[config.mk]
export PLATFORM = sky130hd
export DESIGN_NAME = sat_counter
export DESIGN_NICKNAME = d
export VERILOG_FILES = /design/src/rtl/sat_counter.sv
export SDC_FILE = /design/constraint.sdc
export NUM_CORES = 1
export LEC_CHECK = 0
export ABC_AREA = 1
export CAP_MARGIN = 20
export CELL_PAD_IN_SITES_DETAIL_PLACEMENT = 1
export CELL_PAD_IN_SITES_GLOBAL_PLACEMENT = 2
export CORE_ASPECT_RATIO = 1.2
export CORE_UTILIZATION = 22
export DETAILED_ROUTE_END_ITERATION = 12
export PLACE_DENSITY = 0.77
export SLEW_MARGIN = 20
export SYNTH_ARGS = -nofsm -noshare
export SYNTH_HDL_FRONTEND = slang
export SYNTH_SLANG_ARGS = --single-unit
[constraint.sdc]
create_clock -name clk -period 1.3 [get_ports clk]
set_clock_uncertainty 0.05 [all_clocks]
set_input_delay 0.13 -clock clk [delete_from_list [all_inputs] [get_ports clk]]
set_output_delay 0.13 -clock clk [all_outputs]
set_load 0.02 [all_outputs]
[src/rtl/sat_counter.sv]
// Up-counter that sticks at all-ones; clear has priority over increment.
module sat_counter #(
  parameter int W = 16
) (
  input  logic         clk,
  input  logic         rst_n,
  input  logic         clr,
  input  logic         inc,
  output logic [W-1:0] cnt
);

  localparam logic [W-1:0] MAX  = {W{1'b1}};
  localparam logic [W-1:0] ZERO = {W{1'b0}};
  localparam logic [W-1:0] ONE  = W'(1);

  logic [W-1:0] cnt_q, cnt_d;

  // next count
  always_comb begin
    if (clr) begin
      cnt_d = ZERO;
    end else if (inc && (cnt_q != MAX)) begin
      cnt_d = cnt_q + ONE;
    end else begin
      cnt_d = cnt_q;
    end
  end

  // count register
  always_ff @(posedge clk) begin
    if (!rst_n) begin
      cnt_q <= ZERO;
    end else begin
      cnt_q <= cnt_d;
    end
  end

  assign cnt = cnt_q;

endmodule

==> results of run 1 <==
-- what timing repair did --
item	4_1_cts	5_1_grt
buffers inserted	0	1
pin swaps	4	8
gates resized for setup	40	26
setup endpoints to repair	32	16
-- through the flow --
stage	utilization, %	total power [mW]	setup slack (ns)	instance area [sq um]
6_report	37.9	1.03	-0.0727	1490
3_3_place_gp	33.0	0.570	-0.151	1300
3_5_place_dp	33.0	0.572	-0.200	1300
4_1_cts	35.6	1.05	-0.0609	1400
2_1_floorplan	-	0.535	0.00501	951
5_1_grt	37.9	1.06	-0.175	1490
-- final cells by class --
type | count | area share, %
well taps | 54 | 4.52
inverters | 12 | 3.02
multi-input cells | 122 | 45.6
clock buffers | 4 | 3.69
flip-flops and latches | 16 | 23.5
repair buffers | 35 | 19.7
-- where the power goes --
group	switching [mW]	internal (mW)
clock network	0.198	0.269
logic	0.0370	0.0331
registers	0.00359	0.484
total	0.239	0.787
-- how the worst max path moves through the flow --
stage	start	to	depth (start not counted)
after global placement	inc	cnt[8]	10
final	cnt[1]	cnt[6]	7
after CTS	cnt[0]	cnt[14]	7
after detailed placement	inc	cnt[8]	10
after global routing	cnt[1]	cnt[8]	8
after floorplan	cnt[14]	cnt[13]	6
-- cell families after synthesis --
group | count (synthesis)
adders and majority gates | 1
buffers and inverters | 15
AOI/OAI and AO/OA | 16
and+or+nand+nor | 105
DFF | 16
-- metal layers --
layer | GRT usage, % | wire length (um) | part of all wire [%]
met5 | 0 | 0 | 0
met4 | 6.06 | 67 | 2.1
met1 | 19.3 | 1420 | 44
met2 | 28.2 | 1670 | 52
met3 | 2.32 | 56 | 1.7
-- layout by cell type (no fill, tap or decap) --
cell / Yosys / final
inv_1: 12 / 9
o21ai_0: 3 / 3
clkbuf_2: 0 / 1
nor2_1: 42 / 31
dlygate4sd2_1: 0 / 15
inv_2: 0 / 3
clkbuf_8: 0 / 4
buf_6: 0 / 2
o21ai_2: 0 / 1
dfxtp_2: 0 / 9
dfxtp_4: 0 / 5
a21oi_2: 0 / 8
nor2_4: 0 / 7
dfxtp_1: 16 / 2
clkdlybuf4s50_1: 0 / 3
nand3b_1: 2 / 2
nand3_1: 13 / 9
ha_4: 0 / 1
nand2_4: 0 / 1
nand2_2: 1 / 7
a21oi_1: 12 / 4
nor2_2: 3 / 7
buf_4: 0 / 14
nand3_2: 0 / 4
nand4_1: 4 / 4
nand2_1: 40 / 33
-- critical path: cells and delay by family, from the launching register on --
| family | cells | cell delay [ns] |
|---|---|---|
| DFF | 1 | 0.37 |
| and+or+nand+nor | 3 | 0.34 |
| buffers and inverters | 2 | 0.23 |
| adders and majority gates | 1 | 0.15 |
| AOI/OAI and AO/OA | 1 | 0.13 |
==> results_dict.tcl, run 1 <==
set metrics [dict create \
    avgSynthCellArea_sq_um 5.95 \
    crit_chain "ha_4, inv_2, nor2_2, nand4_1, buf_6, a21oi_1, nor2_1" \
    antenna_left 0 \
    fmax_mhz 729 \
    clkSlewWorstSetupHoldPaths_ns 0.07 \
    areaGrowthSynthToFinish_pct 64.0 \
    clk_path_buf_depth 2 \
    violations "negative setup slack" \
    finalHoldViolations 0 \
    synth_compound_area_share_pct 8.79 \
    fin_nets 195 \
    fill_cells 508 \
    antenna_found_initial 0 \
    arrival_ns 1.47 \
    netlist_top_cells_count "nor2_1 (42), nand2_1 (40), dfxtp_1 (16)" \
    dr.pass1.iters 4 \
    rr_worst_depth 7 \
    start_util_pct 23.1 \
    hold_class "reg -> reg" \
    critical_path_class "reg -> reg" \
    dpl.hpwl_mm 2.48 \
    antenna_cells 0 \
    finalWirelength_mm 3.21 \
    syn_inst 153 \
    die-area_sq_um 4400 \
    worst_pin_slew_ns 0.216 \
    r2r_start "cnt[1]" \
    setup_viol 16 \
    via_per_inst 4.63 \
    post_synth_num_cell_types 14 \
    synth-async-reset-ratio_pct 0 \
    rsz0062_at_grt "true" \
    grt_util_all_layers_pct 16.1 \
    largest_register_ffs 16 \
    cts.htree.levels 1 \
    io_pins 20 \
    multiInputGateArea_sq_um 682 \
    coreArea_sq_um 3940 \
    synthFlopType "dfxtp_1" \
    holdPathEnd "cnt[4]" \
    regArea_sq_um 350 \
    cap_violations 0 \
    p_leak_nw 0.575 \
    gp_congestion 0.955 \
    yosysMostFrequentCell "nor2_1" \
    worstPathMaxFanout 12 \
    grt_pass1_wl_mm 5.29 \
    cts-root-buf "clkbuf_8" \
    std_cell_rows 25 \
    drive_gt1_share_pct 39.2 \
    regToRegEndpoint "cnt[6]" \
    vias 1125 \
    synth_seq_cells 16 \
    hold_path_depth 2 \
    fin_ws_ns -0.0727 \
    cp.required_ns 1.40 \
    seq_area_frac_synth_pct 35.2 \
    synth_xor_xnor_area_share_pct 0 \
    numPortBuffers 19 \
    finalCritPeriodShare_pct 106 \
    dp_cells 238 \
    grt_max_degree 13 \
    synthTopCellsByArea "dfxtp_1 (35%), nor2_1 (17%), nand2_1 (16%), nand3_1 (7.1%), a21oi_1 (6.6%)" \
    synth-simple-area-share_pct 48.1 \
    relSlewSlack_pct 85.6 \
    die_w_um 60.7 \
    cts_tree "yes" \
    end_kind "flop" \
    outcome "finished, violations left" \
    slowest_stage "dfxtp_4" \
    period_minus_slack_ns 1.37 \
    muxShareOfSynthArea_pct 0 \
    final-max-slew-violation-count 0 \
    yosys_warnings 0 \
    clock_latency_ns 0.26 \
    synth_edf_count 0 \
    peakVddDrop_uv 399 \
    cts_hold_buf 0 \
    rrSetupSlack_ns -0.07 \
    cts_made_buffers 3 \
    synth_area_sq_um 911 \
    avgRoutedWirePerCell_um 13.2 \
    yosysTopAreaCellShare_pct 35.2 \
    fin_cells 243 \
    holdCritStartpoint "cnt[4]" \
    drt_iter0_drc 27 \
    synthAdderAreaFrac_pct 1.37 \
    grt_overflow 0 \
    finalSetupTns_ns -0.651 \
    synth_top_family_by_area "simple AND/OR/NAND/NOR gates" \
    cts_sinks 16 \
    grt_pass1_vias 1127 \
    die_y_um 72.5 \
    timing.hold.ws_ns 0.468 \
    synth_nets 158 \
    synth_top_area_cell "dfxtp_1" \
    drc 0 \
    powerDensity_nw_per_um2 686 \
    slowest_delay_ns 0.37 \
    cp-start-kind "flop" \
]
Note: power is estimated with default switching activity, not from simulation.
==> run 2, diff against run 1 <==
--- a/config.mk
+++ b/config.mk
@@ -10,6 +10,7 @@
 export CELL_PAD_IN_SITES_DETAIL_PLACEMENT = 1
 export CELL_PAD_IN_SITES_GLOBAL_PLACEMENT = 2
 export CORE_ASPECT_RATIO = 1.2
+export CORE_MARGIN = 2
 export CORE_UTILIZATION = 22
 export DETAILED_ROUTE_END_ITERATION = 12
 export PLACE_DENSITY = 0.77
==> results_dict.tcl, run 2 (same netlist as run 1, synthesis figures left out) <==
set metrics [dict create \
    outcome "finished, violations left" \
    violations "negative setup slack" \
    drive_gt1_share_pct 40.5 \
    drc 0 \
    path_buf_inv 2 \
    layout_commonest_cell "nand2_1" \
    finalWirelength_mm 3.37 \
    antenna_cells 0 \
    worstPathMaxFanout 12 \
    r2r_start "cnt[0]" \
    fin_util_pct 37.9 \
    cp.required_ns 1.41 \
    cp-start-kind "flop" \
    finalSetupTns_ns -0.796 \
    switching_share_pct 23.9 \
    hold_path_depth 2 \
    grt_pass1_vias 1201 \
    start_util_pct 22.9 \
    die_w_um 62.7 \
    fin_nets 196 \
    fin_ws_ns -0.0805 \
    hold_class "reg -> reg" \
    period_minus_slack_ns 1.38 \
    cts_hold_buf 0 \
    cap_violations 0 \
    rrSetupSlack_ns -0.08 \
    arrival_ns 1.49 \
    gp_congestion 0.833 \
    areaGrowthSynthToFinish_pct 65.1 \
    holdCritStartpoint "cnt[15]" \
    final-max-slew-violation-count 0 \
    power_frac_clock_pct 46.2 \
    cts_sinks 16 \
    via_per_inst 4.58 \
    rr_worst_depth 7 \
    end_kind "flop" \
    peakVddDrop_uv 313 \
    coreArea_sq_um 3970 \
    cts-root-buf "clkbuf_8" \
    rsz0062_at_grt "true" \
    slowest_delay_ns 0.36 \
    p_leak_nw 0.595 \
    cts.htree.levels 1 \
    avgRoutedWirePerCell_um 13.8 \
    die_y_um 74.5 \
    final_cell_mix "nand2_1 (32), nor2_1 (27), dlygate4sd2_1 (15), buf_4 (15), nor2_2 (12)" \
    vias 1118 \
    cts_tree "yes" \
    relSlewSlack_pct 84.7 \
    p_seq_share_pct 47.0 \
    dpl.hpwl_mm 2.45 \
    timing.hold.ws_ns 0.472 \
    slowest_stage "dfxtp_4" \
    fmax_mhz 724 \
    grt_overflow 0 \
    antenna_left 0 \
    die-area_sq_um 4670 \
    clkSlewWorstSetupHoldPaths_ns 0.07 \
    io_pins 20 \
    clk_path_buf_depth 2 \
    antenna_found_initial 0 \
    crit_chain "ha_4, inv_2, nor2_4, nand4_1, buf_6, a21oi_1, nor2_1" \
    p_comb_share_pct 6.8 \
    finalCritPeriodShare_pct 106 \
    holdPathEnd "cnt[15]" \
    powerDensity_nw_per_um2 684 \
    largest_register_ffs 16 \
    std_cell_rows 25 \
    numPortBuffers 19 \
    p_int_mw 0.783 \
    regToRegEndpoint "cnt[6]" \
    grt_util_all_layers_pct 15.5 \
    clock_latency_ns 0.26 \
    grt_pass1_wl_mm 5.69 \
    setup_viol 15 \
    critical_path_class "reg -> reg" \
    grt_max_degree 13 \
    finalHoldViolations 0 \
    drt_iter0_drc 37 \
    worst_pin_slew_ns 0.230 \
    p_switching_mw 0.246 \
    dr.pass1.iters 4 \
    cts_made_buffers 3 \
    crit_family "flip-flops" \
]
-- run 2: changes by cell type in the layout (fill, tap and decap cells not counted), moves of 2 or more --
cell | previous run | this run
nor2_1 | 31 | 27
a21oi_1 | 4 | 7
dfxtp_4 | 5 | 7
nor2_2 | 7 | 12
a21oi_2 | 8 | 5
-- run 2: how the worst max path moves through the flow --
stage | startpoint | end | slack, ns | cells past startpoint
after global routing | cnt[0] | cnt[5] | -0.18 | 9
after CTS | cnt[0] | cnt[5] | -0.09 | 8
after global placement | inc | cnt[8] | -0.16 | 10
after floorplan | cnt[14] | cnt[13] | 0.005 | 6
after detailed placement | inc | cnt[8] | -0.24 | 10
final | cnt[0] | cnt[6] | -0.08 | 7
-- run 2: per-layer routing --
metal | routed length, um | track usage (%) | vias up | part of all wire [%]
li1 | - | - | 562 | -
met1 | 1360 | 16.8 | 531 | 40
met2 | 1860 | 29.6 | 17 | 55
met3 | 69 | 1.97 | 8 | 2.0
met4 | 77 | 8.40 | 0 | 2.3
met5 | 0 | 0 | - | 0
-- run 2: per-stage QoR --
| step | instance area (sq um) | power, mW | cells | setup WS, ns |
|---|---|---|---|---|
| after detailed placement | 1310 | 0.571 | 239 | -0.237 |
| after global placement | 1310 | 0.569 | 239 | -0.161 |
| after floorplan | 951 | 0.535 | 153 | 0.00501 |
| final | 1500 | 1.03 | 244 | -0.0805 |
| after CTS | 1420 | 1.04 | 244 | -0.0865 |
| after global routing | 1500 | 1.07 | 244 | -0.182 |
-- run 2: area by class of cell --
| cell class | count | area (sq um) |
|---|---|---|
| flip-flops and latches | 16 | 357 |
| inverters | 12 | 45.0 |
| multi-input cells | 122 | 678 |
| fillers | 521 | 2470 |
| clock buffers | 4 | 55.1 |
| well taps | 54 | 67.6 |
| repair buffers | 36 | 302 |
-- run 2: worst register-to-register path: stages (launching register included) --
cell and delay (ns):
dfxtp_4 0.36, ha_4 0.17, inv_2 0.06, nor2_4 0.11, nand4_1 0.14, buf_6 0.19, a21oi_1 0.14, nor2_1 0.06
-- run 2: power by group through the flow --
stage                     clock (mW)  sequential (mW)  combinational, mW
after floorplan                    0            0.509             0.0258
after global placement             0            0.505             0.0644
after detailed placement           0            0.505             0.0661
after CTS                      0.483            0.491             0.0694
after global routing           0.505            0.483             0.0781
final                          0.476            0.483             0.0700
-- run 2: timing repair --
action                                  4_1_cts  5_1_grt
pin swaps                                    10        7
setup buffers                                 1        0
cloned                                        0        0
endpoints found under the setup margin       32       16
gates resized for setup                      44       27
==> variant: new RTL, flow settings as in run 2 <==
The parameter `W` goes from 16 to 20.
--- a/src/rtl/sat_counter.sv
+++ b/src/rtl/sat_counter.sv
@@ -1,5 +1,5 @@
 // Up-counter that sticks at all-ones; clear has priority over increment.
 module sat_counter #(
-  parameter int W = 16
+  parameter int W = 20
 ) (
   input  logic         clk,
Ports: changed (resized cnt); port bits go from 20 to 24. No check against the original RTL was run, so the function may have changed too.
==> variant against run 2 <==
  * Fmax shrank 9.8%
  * Combinational power grew 27%
  * Final area grew 43%
  * Worst hold slack gained 0.027 ns
  * Critical path depth grew 3
  * Routed wire length grew 28%
  * Sequential power grew 27%
  * Setup slack lost 0.15 ns
  * Power grew 12%
  * Synthesized cell count grew 24%
  * The run still ends with setup timing left
  * Sequential cell count grew 4
  * Area after synthesis grew 37%
==> variant: results (changes against run 2) <==
Final weighted congestion in routability-driven placement - 0.7925 (-4.9%)
Ratio of cells with drive above 1 in the final layout - 46.21% (+5.7 points)
Top routing layer in use - met4
IO Port Bufs - 23 (+4)
CTS max path bufs - 2 (unchanged)
M1 GR Usage - 17.20% (+0.35 points)
Iter 0 DRT Violations - 54 (+46%)
Failing checks - setup timing
Clk_lat worst skew - 0.26 ns (about the same)
CTS root buffer - clkbuf_8
Worst slew margin - 81.33% (-3.4 points)
Dpl ws - -0.2928 ns (-0.05581 ns)
WL met1 - 1.718 mm (+26%)
Global-route wire length before repair - 7.452 mm (+31%)
Post-synthesis cell type count - 24 (+10)
WHS Path Cells - 2 (unchanged)
Wirelength per Cell - 13.09 um (-5.1%)
Final WS setup - -0.2303 ns (-0.1499 ns)
Placed Instances - 320 (+34%)
Avg Cell Area, Syn - 6.552 um2 (+10%)
Reg2Reg Launch Point - cnt[0]
Crit-path leading delay family - simple AND/OR/NAND/NOR gates
Gr usage total - 15.33% (-0.17 points)
Max reg flops - 20 (+4)
Worst path max stage delay - 0.37 ns
Vias per cell - 4.512 (-1.5%)
CP arrival - 1.67 ns (+0.18 ns)
Sequential fraction of the synthesis area - 32.16% (-3.0 points)
Number of global-route vias before repair - 1584 (+32%)
Inserted Clock Buffers - 3 (unchanged)
Post-detail-place hpwl - 3.263 mm (+33%)
Routed wl met3 - 76 um (+10%)
Largest fanout on the critical path - 7 (-5)
Nets - 270 (+38%)
Hold Crit Start - cnt[2]
Peak VDD IR - 0.3889 mV (+24%)
Grt met3 use - 2.209% (+0.24 points)
Setup violation total in the final timing report - 20 (+5)
Antenna diode instance count - 0 (unchanged)
Min-Delay Path Class - flop to flop
Setup TNS - -3.368 ns (-2.572 ns)
FF-to-FF End - cnt[13]
Run status - finished with violations
Initial antenna violation count - 0 (unchanged)
Lkg Pwr - 0.9184 nW (+54%)
Cells on worst reg2reg path - 10 (+3)
GR Util met2 - 28.84% (-0.79 points)
WHS Endpoint - cnt[2]
Post-place instance area - 1954 um2 (+49%)
Syn Nets - 195 (+23%)
Largest net degree at the start of global routing - 12 (-1)
Post-synth top cells - 51 x nand2_1, 39 x nor2_1, 20 x dfxtp_1
DR WL met2 - 2.427 mm (+30%)
Ys async rst share - 0% (unchanged)
Final Non-Filler Cells - 328 (+34%)
Hold Slack - 0.4993 ns (+0.02744 ns)
Worst-path clk slew - 0.08 ns
Drt pass-1 iters - 4 (unchanged)
Synth Warn # - 0 (unchanged)
Top area cells in the synthesized netlist - dfxtp_1 32%, nand2_1 15%, nor2_1 12%, nand3_1 6.8%, a21oi_1 5.6%
-- variant: changes by cell type in the layout (fill, tap and decap cells not counted), moves of 4 or more --
cell,run 2,this run
buf_4,15,47
nand2_1,32,46
a21oi_2,5,11
nor2_2,12,6
dfxtp_2,8,13
dfxtp_4,7,2
inv_1,9,14
nand3_2,3,8
clkdlybuf4s15_1,0,4
dfxtp_1,1,5
-- variant: final cells by class --
cell class,instances,area [um2]
Multi-Input combinational cell,151,957.2
Inverter,18,67.56
Tap cell,64,80.08
Timing Repair Buffer,71,571.8
Clock buffer,4,45.04
Sequential cell,20,424.2
Fill cell,712,3410
-- variant: worst max-delay path by stage --
| stage | startpoint | to | slack, ns | depth (start not counted) |
|---|---|---|---|---|
| after floorplan | cnt[1] | cnt[2] | -0.23 | 9 |
| after global placement | cnt[1] | cnt[11] | -0.22 | 8 |
| after detailed placement | cnt[1] | cnt[15] | -0.29 | 8 |
| after CTS | cnt[0] | cnt[13] | -0.23 | 10 |
| after global routing | cnt[0] | cnt[15] | -0.32 | 8 |
| final | cnt[0] | cnt[13] | -0.23 | 10 |
-- variant: cell families after synthesis --
group                      after synthesis  synth area share, %
xor gates and xnor gates                 3                2.111
DFF                                     20                32.16
AOI/OAI and AO/OA                       18                7.538
buffers and inverters                   21                7.637
and+or+nand+nor                        127                49.55
adders and majority gates                1                1.005
-- variant: timing repair --
| item | in CTS | in global routing |
|---|---|---|
| gates cloned | 2 | 0 |
| gates resized for setup | 46 | 15 |
| hold buffers | 0 | 0 |
| pin swaps | 12 | 3 |
| endpoints found under the setup margin | 40 | 27 |
| buffers inserted | 2 | 0 |
-- variant: power by group --
part	switching, mW	internal, mW
sequential	0.00306	0.612
combinational	0.0494	0.0392
clock	0.227	0.219
total	0.280	0.870
